$ cat src/rtl/uart_tx_pkg.sv
// Shared types and constants for the UART transmitter.
// Frame levels, parity select codes and FSM encoding.
package uart_tx_pkg;

  localparam int WIDTH_DEF = 8;

  localparam logic START_BIT  = 1'b0;
  localparam logic STOP_BIT   = 1'b1;
  localparam logic IDLE_LEVEL = 1'b1;

  localparam logic PAR_EVEN = 1'b0;
  localparam logic PAR_ODD  = 1'b1;

  typedef enum logic [2:0] {
    ST_IDLE,
    ST_START,
    ST_DATA,
    ST_PARITY,
    ST_STOP
  } state_e;

endpackage

$ cat src/rtl/uart_tx_parity_calc.sv
// Parity bit for a latched data word.
// Even parity is the XOR-reduce, odd parity its inverse.
module uart_tx_parity_calc
  import uart_tx_pkg::*;
#(
  parameter int WIDTH = WIDTH_DEF
) (
  input  logic [WIDTH-1:0] data_i,
  input  logic             par_typ_i,
  output logic             par_o
);

  // Pick XOR or XNOR reduction by parity type
  always_comb begin
    par_o = ^data_i;
    if (par_typ_i == PAR_ODD) begin
      par_o = ~^data_i;
    end
  end

endmodule

$ cat src/rtl/uart_tx.sv
// UART transmitter: start, WIDTH data bits LSB first,
// optional parity, stop. One bit per CLK cycle.
module uart_tx
  import uart_tx_pkg::*;
#(
  parameter int WIDTH = WIDTH_DEF
) (
  input  logic             CLK,
  input  logic             RST,
  input  logic [WIDTH-1:0] P_DATA,
  input  logic             DATA_VALID,
  input  logic             PAR_EN,
  input  logic             PAR_TYP,
  output logic             TX_OUT,
  output logic             Busy
);

  localparam int CW = (WIDTH > 1) ? $clog2(WIDTH) : 1;
  localparam logic [CW-1:0] LAST = CW'(WIDTH - 1);

  state_e           state_q, state_d;
  logic [CW-1:0]    cnt_q, cnt_d;
  logic [WIDTH-1:0] data_q, data_d;
  logic             par_en_q, par_en_d;
  logic             par_typ_q, par_typ_d;
  logic             par_bit;

  uart_tx_parity_calc #(
    .WIDTH (WIDTH)
  ) u_par (
    .data_i    (data_q),
    .par_typ_i (par_typ_q),
    .par_o     (par_bit)
  );

  // State, counter and latched frame config
  always_ff @(posedge CLK or negedge RST) begin
    if (!RST) begin
      state_q   <= ST_IDLE;
      cnt_q     <= '0;
      data_q    <= '0;
      par_en_q  <= 1'b0;
      par_typ_q <= 1'b0;
    end else begin
      state_q   <= state_d;
      cnt_q     <= cnt_d;
      data_q    <= data_d;
      par_en_q  <= par_en_d;
      par_typ_q <= par_typ_d;
    end
  end

  // Next state; inputs are only latched when leaving IDLE
  always_comb begin
    state_d   = state_q;
    cnt_d     = cnt_q;
    data_d    = data_q;
    par_en_d  = par_en_q;
    par_typ_d = par_typ_q;
    unique case (state_q)
      ST_IDLE: begin
        if (DATA_VALID) begin
          state_d   = ST_START;
          data_d    = P_DATA;
          par_en_d  = PAR_EN;
          par_typ_d = PAR_TYP;
        end
      end
      ST_START: begin
        state_d = ST_DATA;
        cnt_d   = '0;
      end
      ST_DATA: begin
        cnt_d = cnt_q + 1'b1;
        if (cnt_q == LAST) begin
          cnt_d   = '0;
          state_d = par_en_q ? ST_PARITY : ST_STOP;
        end
      end
      ST_PARITY: state_d = ST_STOP;
      ST_STOP:   state_d = ST_IDLE;
      default:   state_d = ST_IDLE;
    endcase
  end

  // Line level and busy decoded from registered state only
  always_comb begin
    TX_OUT = IDLE_LEVEL;
    Busy   = 1'b0;
    unique case (state_q)
      ST_IDLE: begin
        TX_OUT = IDLE_LEVEL;
        Busy   = 1'b0;
      end
      ST_START: begin
        TX_OUT = START_BIT;
        Busy   = 1'b1;
      end
      ST_DATA: begin
        TX_OUT = data_q[cnt_q];
        Busy   = 1'b1;
      end
      ST_PARITY: begin
        TX_OUT = par_bit;
        Busy   = 1'b1;
      end
      ST_STOP: begin
        TX_OUT = STOP_BIT;
        Busy   = 1'b1;
      end
      default: begin
        TX_OUT = IDLE_LEVEL;
        Busy   = 1'b0;
      end
    endcase
  end

endmodule

$ cat config.mk
export PLATFORM = sky130hd
export DESIGN_NAME = uart_tx
export DESIGN_NICKNAME = d
export VERILOG_FILES = /design/src/rtl/uart_tx_pkg.sv /design/src/rtl/uart_tx_parity_calc.sv /design/src/rtl/uart_tx.sv
export SDC_FILE = /design/constraint.sdc
export NUM_CORES = 1
export LEC_CHECK = 0
export BUFFER_PORTS_ARGS = -buffer_cell sky130_fd_sc_hd__buf_2
export CELL_PAD_IN_SITES_DETAIL_PLACEMENT = 2
export CELL_PAD_IN_SITES_GLOBAL_PLACEMENT = 2
export CORE_MARGIN = 3
export CORE_UTILIZATION = 35
export DETAILED_ROUTE_END_ITERATION = 7
export HOLD_SLACK_MARGIN = 0.15
export PLACE_DENSITY = 0.76
export SKIP_CTS_REPAIR_TIMING = 1
export SYNTH_ARGS = -nofsm -noshare
export SYNTH_HDL_FRONTEND = slang
export SYNTH_SLANG_ARGS = --single-unit
$ cat constraint.sdc
create_clock -name CLK -period 2 [get_ports CLK]
set_input_delay 0.4 -clock CLK [delete_from_list [all_inputs] [get_ports CLK]]
set_output_delay 0.4 -clock CLK [all_outputs]
set_load 0.1 [all_outputs]
== Yosys cells after proc, flatten, opt, wreduce, memory -nomap -nowiden ==
Index checks and enable logic that the tools add are counted.
Word-level totals
  register bits after elaboration: 16
  input port bits: 13
  output and inout port bits: 2
  logic and storage cells: 32
Operators by class
  add/sub/neg operators: 1
  order comparisons: 1
  equality and inequality tests: 7
  muxes and demuxes: 11
  reductions and logical operators: 7
Operators by type and width (count)
  $mux 3: 4
  $pmux 3 s4: 1
  $reduce_xnor 8->1: 1
  $reduce_xor 8->1: 1
  $eq 3x2->1 const B: 2
  $eq 3x3->1 const B: 2
  $pmux 3 s2: 1
  $lt 3x4->1 const B: 1
  $ne 2x2->1 const B: 2
  $reduce_and 2->1: 2
  $reduce_or 4->1: 1
  $add 3x1->3 const B: 1
  $bmux 1 s3: 1
  $eq 3x1->1 const B: 1
  $logic_not 3->1: 1
  $mux 1: 3
  $pmux 1 s3: 1
  $reduce_bool 2->1: 1

== Depth between registers and ports, before layout ==
  depth in word-level cells: 3
  depth in mapped cells: 6
  depth with buffers taken out: 5

== Modules after synthesis ==
Synthesis repeated with hierarchy kept, for this count alone.
Unflattened totals
  cells, all modules: 69
  area total of the unflattened synthesis: 894.6 um2
Modules (own cells, without submodules)
  uart_tx: instances 1, cells an instance 62, area each 812.0 um2, sequential area each 400.4 um2
  uart_tx_parity_calc: instances 1, cells an instance 7, area each 82.6 um2, sequential area each 0.0 um2

== Worst setup path after synthesis ==
OpenSTA, ideal clock, no wires.
  path type: register to output
  from: register data_q[2]
  to: output port TX_OUT
  data arrival time: 3.177 ns
  data required time: 1.600 ns
  slack: -1.577 ns
  cell stages (with the launch flop): 5
  path buffers: 0
  cell sequence: dfrtp_1 xnor2_1 xnor3_1 nor4bb_1 a211oi_1
On the way
  cells in the longest elaborated chain, start to end: 3
  elaborated cells between the ends (all ways): 6
  classes of those cells: mux (4); reduce/logical (2)
Ends and longest elaborated chain
  start, declared: line uart_tx.sv:23  | logic [WIDTH-1:0] data_q, data_d;
  start signal, assigned: line uart_tx.sv:47  | data_q <= data_d;
  $bmux 1 s3, or another cell as far along: line uart_tx.sv:100  | TX_OUT = data_q[cnt_q];
  $mux 1 (on tied branches): line uart_tx.sv:100, uart_tx_parity_calc.sv:16
  $pmux 1 s3 *: line uart_tx.sv:90  | unique case (state_q)
  end, declared: line uart_tx.sv:14  | output logic TX_OUT,
Every way passes the cells marked *; elsewhere a longest branch is shown, timed or not. The select of a mux whose other input is x is not followed.

== Worst setup path in the final report ==
  from: register data_q[7]
  to: output port TX_OUT
The elaborated chain is that of the path after synthesis.

==> results.sh <==
export IMPL_status="finished with violations"
export IMPL_violations="negative setup slack"
export IMPL_seq_area_um2=400
export IMPL_arrival_ns=2.00
export IMPL_diodes=0
export IMPL_slew_viol_final=0
export IMPL_finalCritPeriodShare_pct=120
export IMPL_startpoint="data_q[7]"
export IMPL_finish_utilization_pct=48.0
export IMPL_vias=647
export IMPL_htree_levels=1
export IMPL_cp_end_kind="output pin"
export IMPL_fp_row_count=17
export IMPL_grtUsageTotal_pct=15.1
export IMPL_synth_top_area_share_pct=45.8
export IMPL_final_nets=114
export IMPL_clkSinkCount=16
export IMPL_io_pins=15
export IMPL_ys_warn_count=0
export IMPL_yosysTopAreaCell="dfrtp_1"
export IMPL_synth_common_cells="dfrtp_1 (16), mux2_2 (10), nor2_1 (6), nand2_1 (5), xnor2_1 (5)"
export IMPL_ys_seq_area_share_pct=45.8
export IMPL_wl_per_cell_um=17.2
export IMPL_drive_gt1_share_pct=41.2
export IMPL_r2r_slack_ns=0.30
export IMPL_grt_pass1_vias=759
export IMPL_async_flop_share_pct=100
export IMPL_timing_clock_skew_ns=0.00628
export IMPL_antenna_found_initial=0
export IMPL_cts_buffers_inserted=3
export IMPL_hpwlAfterDp_mm=1.73
export IMPL_hold_depth=3
export IMPL_synth_cell_types=27
export IMPL_critical_path_endpoint="TX_OUT"
export IMPL_drt_iter0_drc=4
export IMPL_cp_max_fo=3
export IMPL_synth_cell_area_um2=875
export IMPL_die_w_um=56.0
export IMPL_drc=0
export IMPL_r2r_end="par_typ_q"
export IMPL_tightest_slew_ns=0.458
export IMPL_multi_input_area_um2=475
export IMPL_core_area_um2=2300
export IMPL_postSynthCellCount=75
export IMPL_fill_cells=248
export IMPL_critPathKind="reg -> out"
export IMPL_drt_pass1_iter_count=4
export IMPL_grt_max_degree=17
export IMPL_fmax_mhz=417
export IMPL_insertion_delay_ns=0.28
export IMPL_min_period_ns=2.40
export IMPL_synth_nets=90
export IMPL_finalWirelength_mm=2.15
export IMPL_synth_edf_count=0
export IMPL_worstReg2RegStart="state_q[1]"
export IMPL_rsz0062_at_grt="yes"
export IMPL_grt_first_pass_wirelength_mm=3.64
export IMPL_setup_tns_final_ns=-0.401
export IMPL_ctsRootBufferMaster="clkbuf_4"
export IMPL_synth_ff_type="dfrtp_1"
export IMPL_portBuffers=14
export IMPL_start_util_pct=38.1
export IMPL_routed_via_density=5.18
export IMPL_postRouteAntennaNets=0
export IMPL_fin_ws_ns=-0.401
export IMPL_ctsLongestPathBuffers=2
export IMPL_syn_avg_cell_area_um2=11.7
export IMPL_relSlewSlack_pct=69.5
export IMPL_gr_total_overflow=0
export IMPL_fp_dieArea_um2=3130
export IMPL_gp_congestion=0.681
export IMPL_syn2layout_area_growth_pct=26.0
export IMPL_hold_viol=0
export IMPL_cp_required_ns=1.60
export IMPL_yosys_register_bits=16
export IMPL_cts_clk_slew_worst_paths_ns=0.10
export IMPL_synth_area_leaders="dfrtp_1 (46%), mux2_2 (13%), mux4_1 (6.0%)"
export IMPL_ff2ff_path_depth=3
export IMPL_holdCritPathClass="in -> reg"
export IMPL_drv_cap=0
export IMPL_synth_most_common_cell="dfrtp_1"
export IMPL_die_h_um=56.0
export IMPL_setup_viol=1
export IMPL_cp_start_kind="flip-flop"
export IMPL_worst_hold_slack_ns=0.321
export IMPL_cts_tree="built"
## worst min-delay path by stage
stage            endpoint  startpoint
3_5_place_dp   state_q[1]         RST
6_report         par_en_q      PAR_EN
4_1_cts          cnt_q[2]         RST
2_1_floorplan    cnt_q[0]         RST
5_1_grt         data_q[1]   P_DATA[1]
3_3_place_gp   state_q[1]         RST
## critical path, cell delays in order, from the launching register on
cell	delay [ns]
dfrtp_1	0.43
xnor2_2	0.18
xnor3_1	0.45
nor4bb_2	0.28
buf_4	0.17
a211oi_4	0.04
buf_12	0.17
## cell families (layout without fill, tap and decap cells)
kind of cell    Yosys count  in the layout  share of synthesized area (%)
flops                    16             16                           45.8
mux                      13             13                           20.0
compound gates           12             12                           9.16
buf+inv                   7             29                           3.72
fa+ha+maj                 2              2                           2.86
xor+xnor                  7              7                           8.58
simple gates             18             18                           9.87
## area by class of cell
cell class              instances  share of cell area (%)
multi-input cells              52                    43.1
inverters                       3                    1.02
flip-flops and latches         16                    36.3
repair buffers                 23                    14.3
clock buffers                   3                    2.04
well taps                      28                    3.18
## through the flow
stage | worst slack [ns] | std cells | cell area [um2]
2_1_floorplan | -0.285 | 75 | 895
3_3_place_gp | -0.154 | 121 | 1040
3_5_place_dp | -0.274 | 121 | 1040
4_1_cts | -0.594 | 124 | 1060
5_1_grt | -0.515 | 125 | 1100
6_report | -0.401 | 125 | 1100
## layer usage
metal	up-vias	part of all wire, %	GRT usage (%)
met4	0	0.93	4.07
met3	2	2.9	2.78
met5	-	0	0
li1	307	-	-
met1	330	40	17.0
met2	8	56	28.5
## registers in the layout (all words and copies together), names as in the netlist
register / cells
par_en_q: 1
state_q: 3
data_q: 8
par_typ_q: 1
cnt_q: 3
## cell usage in the layout (no fill, tap or decap), types with 2 or more instances in the layout
master    instances
clkbuf_4          3
mux4_1            2
ha_1              2
xnor2_2           2
nor3_1            2
buf_2            12
nand2_1           5
nand2b_1          2
xnor2_1           3
a21oi_1           2
inv_1             3
buf_4             9
dfrtp_1          16
nor2_1            6
o21ai_0           4
mux2_2           10
Power is left out: the tool's default activity adds up to more than one toggle a clock period on the data nets, which glitch-free logic cannot reach.
